<file path="src/rtl/bcd_to_bin_seq_if.sv">
// Start/busy/done handshake bundle for the sequential BCD-to-binary converter.
// The master issues requests; the slave is the converter itself.
interface bcd_to_bin_seq_if #(
  parameter int DIGITS = 4,
  parameter int BIN_W  = 14
);
  logic                  start;
  logic [4*DIGITS-1:0]   bcd_in;
  logic                  busy;
  logic                  done;
  logic [BIN_W-1:0]      bin_out;
  logic                  err;

  modport master (
    output start,
    output bcd_in,
    input  busy,
    input  done,
    input  bin_out,
    input  err
  );

  modport slave (
    input  start,
    input  bcd_in,
    output busy,
    output done,
    output bin_out,
    output err
  );
endinterface

</file>
<file path="src/rtl/bcd_to_bin_seq.sv">
// Sequential BCD-to-binary converter (reverse double dabble, one shift per clock).
// Optional macro BCD_DIGIT_CHECK_EN flags digits above 9 and forces bin_out to 0.
module bcd_to_bin_seq #(
  parameter int DIGITS = 4,
  parameter int BIN_W  = 14
) (
  input  logic             clk,
  input  logic             reset,
  bcd_to_bin_seq_if.slave  bus
);

  localparam int BCD_W = 4 * DIGITS;
  // The binary field is as wide as the number of shifts so the first bit shifted
  // out of the BCD field lands exactly at bit 0 after the final shift.
  localparam int WORK_W = 2 * BCD_W;
  localparam int CNT_W  = $clog2(BCD_W);
  localparam logic [CNT_W-1:0] LAST_CNT = CNT_W'(BCD_W - 1);

  typedef enum logic [1:0] {
    ST_IDLE  = 2'd0,
    ST_SHIFT = 2'd1,
    ST_DONE  = 2'd2
  } state_t;

  state_t              state_r;
  logic [WORK_W-1:0]   work_r;
  logic [CNT_W-1:0]    cnt_r;
  logic                busy_r;
  logic                done_r;
  logic [BIN_W-1:0]    bin_r;
  logic                err_r;
  logic [WORK_W-1:0]   shift_s;
`ifdef BCD_DIGIT_CHECK_EN
  logic                bad_r;
`endif

  function automatic logic [WORK_W-1:0] shift_correct(input logic [WORK_W-1:0] w);
    logic [WORK_W-1:0] s;
    s = {1'b0, w[WORK_W-1:1]};
    for (int d = 0; d < DIGITS; d++) begin
      if (s[BCD_W + 4*d +: 4] >= 4'd8) begin
        s[BCD_W + 4*d +: 4] = s[BCD_W + 4*d +: 4] - 4'd3;
      end else begin
        s[BCD_W + 4*d +: 4] = s[BCD_W + 4*d +: 4];
      end
    end
    return s;
  endfunction

`ifdef BCD_DIGIT_CHECK_EN
  function automatic logic has_bad_digit(input logic [BCD_W-1:0] b);
    logic bad;
    bad = 1'b0;
    for (int d = 0; d < DIGITS; d++) begin
      if (b[4*d +: 4] > 4'd9) begin
        bad = 1'b1;
      end else begin
        bad = bad;
      end
    end
    return bad;
  endfunction
`endif

  // Next work-register value for one shift-and-correct iteration.
  always_comb begin
    shift_s = shift_correct(work_r);
  end

  // Control FSM with registered handshake and result outputs.
  always_ff @(posedge clk or posedge reset) begin
    if (reset) begin
      state_r <= ST_IDLE;
      work_r  <= '0;
      cnt_r   <= '0;
      busy_r  <= 1'b0;
      done_r  <= 1'b0;
      bin_r   <= '0;
      err_r   <= 1'b0;
`ifdef BCD_DIGIT_CHECK_EN
      bad_r   <= 1'b0;
`endif
    end else begin
      case (state_r)
        ST_IDLE: begin
          done_r <= 1'b0;
          if (bus.start) begin
            work_r  <= {bus.bcd_in, {BCD_W{1'b0}}};
            cnt_r   <= '0;
            busy_r  <= 1'b1;
            state_r <= ST_SHIFT;
`ifdef BCD_DIGIT_CHECK_EN
            bad_r   <= has_bad_digit(bus.bcd_in);
`endif
          end else begin
            busy_r  <= 1'b0;
          end
        end
        ST_SHIFT: begin
          work_r <= shift_s;
          cnt_r  <= cnt_r + CNT_W'(1);
          if (cnt_r == LAST_CNT) begin
            state_r <= ST_DONE;
            done_r  <= 1'b1;
`ifdef BCD_DIGIT_CHECK_EN
            bin_r   <= bad_r ? {BIN_W{1'b0}} : shift_s[BIN_W-1:0];
            err_r   <= bad_r;
`else
            bin_r   <= shift_s[BIN_W-1:0];
            err_r   <= 1'b0;
`endif
          end else begin
            state_r <= ST_SHIFT;
          end
        end
        ST_DONE: begin
          done_r  <= 1'b0;
          busy_r  <= 1'b0;
          state_r <= ST_IDLE;
        end
        default: begin
          done_r  <= 1'b0;
          busy_r  <= 1'b0;
          state_r <= ST_IDLE;
        end
      endcase
    end
  end

  assign bus.busy    = busy_r;
  assign bus.done    = done_r;
  assign bus.bin_out = bin_r;
  assign bus.err     = err_r;

endmodule

</file>
<file path="src/flat_wrapper.sv">
// flat-port wrapper written by rule: the top's interface ports become plain ports
module bcd_to_bin_seq_flat 
#(
  parameter int DIGITS = 4,
  parameter int BIN_W  = 14
)
  (clk, reset, bus_start, bus_bcd_in, bus_busy, bus_done, bus_bin_out, bus_err);
  bcd_to_bin_seq_if #(.DIGITS(DIGITS), .BIN_W(BIN_W)) bus_i ();
  input  logic clk;
  input  logic reset;
  input wire logic [$bits(bus_i.start)-1:0] bus_start;
  input wire logic [$bits(bus_i.bcd_in)-1:0] bus_bcd_in;
  output wire logic [$bits(bus_i.busy)-1:0] bus_busy;
  output wire logic [$bits(bus_i.done)-1:0] bus_done;
  output wire logic [$bits(bus_i.bin_out)-1:0] bus_bin_out;
  output wire logic [$bits(bus_i.err)-1:0] bus_err;
  assign bus_i.start = bus_start;
  assign bus_i.bcd_in = bus_bcd_in;
  assign bus_busy = bus_i.busy;
  assign bus_done = bus_i.done;
  assign bus_bin_out = bus_i.bin_out;
  assign bus_err = bus_i.err;
  bcd_to_bin_seq #(.DIGITS(DIGITS), .BIN_W(BIN_W)) u_core (.clk(clk), .reset(reset), .bus(bus_i));
endmodule
</file>
<file path="config.mk">
export PLATFORM = sky130hd
export DESIGN_NAME = bcd_to_bin_seq_flat
export DESIGN_NICKNAME = d
export VERILOG_FILES = /design/src/rtl/bcd_to_bin_seq_if.sv /design/src/rtl/bcd_to_bin_seq.sv /design/src/flat_wrapper.sv
export SDC_FILE = /design/constraint.sdc
export NUM_CORES = 1
export LEC_CHECK = 0
export BUFFER_PORTS_ARGS = -buffer_cell sky130_fd_sc_hd__buf_2
export CAP_MARGIN = 30
export CORE_MARGIN = 10
export CORE_UTILIZATION = 56
export DETAILED_ROUTE_END_ITERATION = 8
export PLACE_DENSITY_LB_ADDON = 0.25
export SLEW_MARGIN = 10
export SYNTH_ARGS = -nofsm -noshare
export SYNTH_HDL_FRONTEND = slang
export SYNTH_SLANG_ARGS = --single-unit
</file>
<file path="constraint.sdc">
create_clock -name clk -period 1.8 [get_ports clk]
set_input_delay 0.36 -clock clk [delete_from_list [all_inputs] [get_ports clk]]
set_output_delay 0.36 -clock clk [all_outputs]
set_load 0.02 [all_outputs]
</file>
# == After elaboration in Yosys (flattened, before gate mapping) ==
# Cells that the tools add are included.
# totals
regBits,54
out_inout_bits,17
elab_cells,35
# op_classes
addsub,4
n_lt_le_gt_ge,3
n_eq_ne,4
n_mux,14
reduce_logical,4
# op_table
operator,count
$pmux 32 s2,1
$mux 32,1
$mux 4,4
$ge 4x4->1 const B,3
$sub 4x2->4 const B,3
$pmux 4 s2,1
$add 4x1->4 const B,1
$eq 4x4->1 const B,1
$mux 2,2
$pmux 2 s2,1
$reduce_and 2->1,2
$mux 1,3
$eq 2x1->1 const B,1
$logic_not 2->1,1
$ne 2x1->1 const B,1
$ne 2x2->1 const B,1
$pmux 1 s2,1
$reduce_bool 2->1,1

# == Depth between registers and ports, before layout ==
# Gate-level depths: netlist (run 1).
# logic_depth
ltp_word,3
mapped_depth,6

# == Worst setup path after synthesis (run 1) ==
# Ideal clock, no wire load.
# synth_timing
kind,reg2reg
startpoint,reg u_core.cnt_r[0]
endpoint,"reg u_core.bin_r[0], in the netlist u_core.bus.bin_out[0]"
arrival_ps,1363
required_time_ps,1675
slack_ps,312
path_stages_with_launch,6
path_buffers,1
cell_sequence,dfrtp_1 ha_1 nand3_1 nor2_8 buf_12 mux2_4
# synth_between
elab_chain_len,2
# synth_rtl
element,line,source
"start, declared",bcd_to_bin_seq.sv:27,logic [CNT_W-1:0] cnt_r;
"start signal, assigned",bcd_to_bin_seq.sv:101,cnt_r <= cnt_r + CNT_W'(1);
$eq 4x4->1,bcd_to_bin_seq.sv:102,if (cnt_r == LAST_CNT) begin
$reduce_and 2->1 (no source line),n/a,
"end signal, assigned",bcd_to_bin_seq.sv:109,bin_r <= shift_s[BIN_W-1:0];
"end, declared",bcd_to_bin_seq.sv:30,logic [BIN_W-1:0] bin_r;
# Every way passes these cells.
# A chain may end at the register's enable or synchronous reset.

# == Worst setup path in the final report (run 1) ==
# layout_timing
startpoint,reg u_core.cnt_r[1]
endpoint,"reg u_core.bin_r[5], in the netlist u_core.bus.bin_out[5]"
# Same word-level chain as after synthesis.

==> flow_summary.ini, run 1 <==
[critical_path]
crit_slowest_cell = dfrtp_1
crit_fanout = 15
crit_family = simple AND/OR/NAND/NOR gates
critPathBufInv = 0
reg2regPathDepth = 4
crit_path_max_incr_delay_ns = 0.39
reg2reg_from = u_core.cnt_r[1]
critPathArrivalTime_ns = 1.85
rrSetupSlack_ns = 0.15
startpoint_type = flip-flop
critPathRequiredTime_ns = 2.00
worst_setup_path_end_kind = flip-flop
worstPathCellList = ha_1 > nand3_1 > nor2_8 > mux2_2
timing.rr.end = u_core.bus.bin_out[5]
crit_type = flip-flop to flip-flop

[yosys]
synth_nets = 227
synth_area_um2 = 2480
ys_types = 38
synth_area_per_cell_um2 = 12.3
synth-edff-count = 0
ys_warn_count = 0
async_flop_share_pct = 100
postSynthCellCount = 201
synth-seq-cells = 53
ys.flop_type = dfrtp_1
synth_sequential_area_ratio_pct = 53.5

[sta]
rsz0062_at_grt = false
tns_ns = 0
fmax_mhz = 607
slew_viol_final = 0
finalHoldViolations = 0
fin_crit_sh_pct = 91.6
period_minus_slack_ns = 1.65
finClkSkew_ns = 0.00585
finalSetupViolCount = 0

[floorplanning]
core_area_um2 = 4320
pin_count = 36
rows = 24
die_area_um2 = 7480
fp.dieW_um = 86.5
start_util_pct = 57.3
die_h_um = 86.5

[final_layout]
num-fill-cells = 328
drive_gt1_share_pct = 28.5
layout.nets = 260
antenna_cells = 0
finalCoreUtilization_pct = 65.0
syn_to_final_growth_pct = 13.5

[grt]
overflow = 0
antenna_found_initial = 0
track_usage_pct = 13.0
grt_pass1_wl_um = 7810
grt_pass1_vias = 1606
grt_start_max_net_pins = 54

[clocking]
htree_levels = 2
cts.path.max_buffers = 2
cts_tree = done
clockRootBuffer = clkbuf_8
clock_sinks = 53
path_clk_slew_ns = 0.09
cts_resized = 0
post_cts_buffers = 0
clkLatencyLatePin_ns = 0.31
holdBufCountCts = 0
cts_inserted_buffers = 5

[status]
status = complete, no violations

[power]
p_total_mw = 5.03
ir_drop_mv = 0.899
p_leak_nw = 1.38
power.density_nw_per_um2 = 1790

[routing]
wl_per_cell_um = 16.7
routed_wl_um = 4790
drtIter0Drc = 92
dr_total_vias = 1582
avgViaCountPerCell = 5.51
ant_nets = 0
dr.pass1.iters = 6
drc_errors = 0

[run]
drv_cap = 0

[worst_hold_path]
hold_class = input pin to asynchronous set/reset pin

[placement]
dpl.hpwl_um = 3180
portBuffers = 34
finalWeightedCongestion = 0.774
## power breakdown
group | internal [mW] | total (mW) | switching (mW)
Clock | 0.552 | 0.943 | 0.391
Combinational | 1.00 | 1.98 | 0.979
Sequential | 1.69 | 2.11 | 0.421
Total | 3.24 | 5.03 | 1.79
## how the worst max path moves through the flow
stage                     from               endpoint  slack (ns)  cells past startpoint
2_1_floorplan            reset  u_core.bus.bin_out[0]        0.15                      1
3_3_place_gp   u_core.cnt_r[0]  u_core.bus.bin_out[7]        0.20                      4
3_5_place_dp   u_core.cnt_r[0]  u_core.bus.bin_out[5]        0.16                      4
4_1_cts        u_core.cnt_r[1]  u_core.bus.bin_out[7]        0.15                      4
5_1_grt        u_core.cnt_r[0]  u_core.bus.bin_out[7]        0.07                      4
6_report       u_core.cnt_r[1]  u_core.bus.bin_out[5]        0.15                      4
## logic make-up after synthesis
logic type,synth area share [%]
other cells,0.151
xor+xnor,2.12
mux,9.75
compound gates,15.9
flops,53.5
fa+ha+maj,3.54
simple gates,9.09
buf+inv,5.91
## worst register-to-register path: cells and delay by family (launching register included)
kind | cells | cell delay [ns]
simple gates | 2 | 0.55
flops | 1 | 0.39
mux | 1 | 0.38
fa+ha+maj | 1 | 0.22
## routing by layer
metal | track usage, % | wire length (um) | vias to the layer above
met4 | 4.42 | 55 | 0
met1 | 17.6 | 2450 | 770
li1 | - | - | 772
met2 | 18.9 | 2020 | 36
met5 | 0 | 0 | -
met3 | 4.32 | 261 | 4
## layout make-up
cell class	count	area, um^2	area share [%]
Clock inverter	3	65.1	2.31
Tap cell	52	65.1	2.31
Timing Repair Buffer	39	245	8.72
Inverter	10	37.5	1.33
Sequential cell	53	1330	47.2
Clock buffer	5	68.8	2.45
Multi-Input combinational cell	125	1000	35.7
## sequential cells by signal (all words and copies together), names as in the netlist
| signal | flops |
|---|---|
| u_core.bus.done | 1 |
| u_core.state_r | 2 |
| u_core.bus.bin_out | 14 |
| u_core.cnt_r | 4 |
| u_core.bus.busy | 1 |
| u_core.work_r | 31 |
## cell usage in the layout, fill, tap and decap left out, types with 6 or more instances in the layout
cell     synthesis  final
nand2_1         14     14
ha_1             7      7
a31oi_1          6      6
o21ai_0          8      8
a21oi_1          7      7
nor2b_1          8      8
a22o_1          16     16
mux2_4           9      9
inv_1            9      8
dfrtp_1         53     53
buf_2            5     34
## synthesized netlist by cell type, types with 5 or more instances
cell type	instances	area, um^2
mux2_4	9	135
a21oi_1	7	35.0
a22o_1	16	140
dfrtp_1	53	1330
a31oi_1	6	37.5
mux2_2	5	56.3
inv_1	9	33.8
nor2b_1	8	50.1
ha_1	7	87.6
nand2_1	14	52.6
buf_2	5	25.0
mux2i_1	5	50.1
o21ai_0	8	40.0
## stage by stage
step                      hold WS (ns)  setup slack (ns)  instances  cell area [um^2]
after floorplan                  0.450             0.154        201              2480
final                           0.0882             0.151        287              2810
after global placement           0.429             0.202        279              2680
after CTS                       0.0921             0.151        287              2810
after detailed placement         0.432             0.160        279              2680
after global routing             0.108            0.0737        287              2810
Note: power is estimated with default switching activity, not from simulation.
==> run 2: changes to the inputs <==
CORE_UTILIZATION = 61   (was 56)
RECOVER_POWER = 100   (was not set)
clock period = 1.9 ns   (was 1.8 ns; I/O delays follow)
==> run 2 against run 1 <==
Fmax decreased by 3.1%. Final cell count decreased by 0.35%. Count of clock-buffer cells in the layout unchanged. Non-clock buffer count increased by 1. Register-to-register slack improved by 0.05 ns.
==> flow_summary.ini, run 2 (synthesis results as in run 1) <==
[power]
power.share.clock_pct = 15.1
swShare_pct = 39.0
switching_power_mw = 1.71
power.share.sequential_pct = 45.4
intPower_mw = 2.68
p_leak_nw = 1.28
p_total_mw = 4.39
ir_drop_mv = 0.877
comb_power_share_pct = 39.5
power.density_nw_per_um2 = 1640

[final_layout]
regMostFlops = u_core.work_r
register_area_um2 = 1330
syn_to_final_growth_pct = 8.38
layout_common_cells = 53 x dfrtp_1, 18 x buf_2, 16 x a22o_1, 16 x clkbuf_1, 14 x nand2_1
final_common_cell = dfrtp_1
drive_gt1_share_pct = 16.5
largest_register_ffs = 31
layout.nets = 261
num-fill-cells = 305
antenna_cells = 0
multi_input_area_um2 = 961

[run]
drv_cap = 0

[routing]
wl_per_cell_um = 16.8
ant_nets = 0
avgViaCountPerCell = 5.64
drc_errors = 0
routed_wl_um = 4790
drtIter0Drc = 156
dr_total_vias = 1613
dr.pass1.iters = 4

[grt]
overflow = 0
grt_start_max_net_pins = 37
grt_pass1_wl_um = 8400
track_usage_pct = 14.5
antenna_found_initial = 0
grt_pass1_vias = 1717

[clocking]
post_cts_buffers = 0
clockRootBuffer = clkbuf_8
cts.path.max_buffers = 2
holdBufCountCts = 0
cts_tree = done
path_clk_slew_ns = 0.10
clock_sinks = 53
cts_inserted_buffers = 5
clkLatencyLatePin_ns = 0.31
cts_resized = 0
htree_levels = 2

[sta]
slew_headroom_pct = 43.8
tightest_slew_ns = 0.843
finClkSkew_ns = 0.00919
tns_ns = 0
rsz0062_at_grt = false
period_minus_slack_ns = 1.70
slew_viol_final = 0
finalHoldViolations = 0
finalSetupViolCount = 0
fin_crit_sh_pct = 89.5
fmax_mhz = 588

[placement]
portBuffers = 34
dpl.hpwl_um = 3330
finalWeightedCongestion = 0.742

[critical_path]
crit_path_max_incr_delay_ns = 0.49
startpoint_type = flip-flop
critPathArrivalTime_ns = 1.92
critPathBufInv = 2
worst_setup_path_end_kind = flip-flop
crit_type = flip-flop to flip-flop
crit_family = flip-flops
crit_fanout = 17
worstPathCellList = buf_4 > and2b_1 > clkbuf_2 > o211a_1 > o31ai_1
crit_slowest_cell = dfrtp_1
critPathRequiredTime_ns = 2.12

[floorplanning]
rows = 23
die_h_um = 83.7
die_area_um2 = 7010
core_area_um2 = 3970
fp.dieW_um = 83.7
pin_count = 36
start_util_pct = 62.4

[status]
status = complete, no violations

[worst_hold_path]
hold_class = input pin to asynchronous set/reset pin
==> run 2: cell count changes in the layout (fill, tap and decap cells not counted), sizes merged <==
cell    change
clkinv      -1
clkbuf     +18
buf        -17
inv         +3
bufinv      -2
==> run 2: metrics by stage <==
step           instances  setup WS, ns  hold WS, ns  util (%)  instance area, um^2
2_1_floorplan        201         0.234        0.450         -                 2480
3_3_place_gp         278         0.311        0.389      67.3                 2670
3_5_place_dp         278         0.234        0.395      67.3                 2670
4_1_cts              286         0.217       0.0495      69.7                 2770
5_1_grt              286        0.0850        0.209      67.6                 2690
6_report             286         0.199        0.178      67.6                 2690
==> run 2: worst paths after layout <==
path	slack, ns	to	cells after the start	startpoint
max in group asynchronous	0.45	u_core.work_r[18]	3	reset
max reg2reg	0.20	u_core.work_r[17]	5	u_core.state_r[0]
min reg2reg	0.50	u_core.work_r[30]	2	u_core.work_r[30]
max	0.20	u_core.work_r[17]	5	u_core.state_r[0]
min in group clk	0.36	u_core.work_r[21]	3	bus_bcd_in[5]
min	0.18	u_core.work_r[22]	2	reset
==> run 2: per-layer routing <==
metal  share of wire (%)  track usage, %  wire, um
met5                   0               0         0
met4                0.79            5.94        38
met3                 5.0            5.18       242
met2                  46            22.0      2230
met1                  48            18.1      2290
==> run 2: cell type report <==
class	count	share of cell area (%)
multi-input combinational	125	35.8
clock buffer	5	2.56
sequential	53	49.4
tap	50	2.33
clock inverter	3	0.979
timing repair buffer	40	7.55
inverter	10	1.40
==> run 2: power by group through the flow <==
stage	logic [mW]	clock network (mW)	registers, mW
CTS	1.91	0.692	1.99
global route	1.95	0.728	2.06
global placement	1.82	0	2.00
detailed placement	1.90	0	2.01
floorplan	1.39	0	2.06
finish	1.73	0.662	2.00
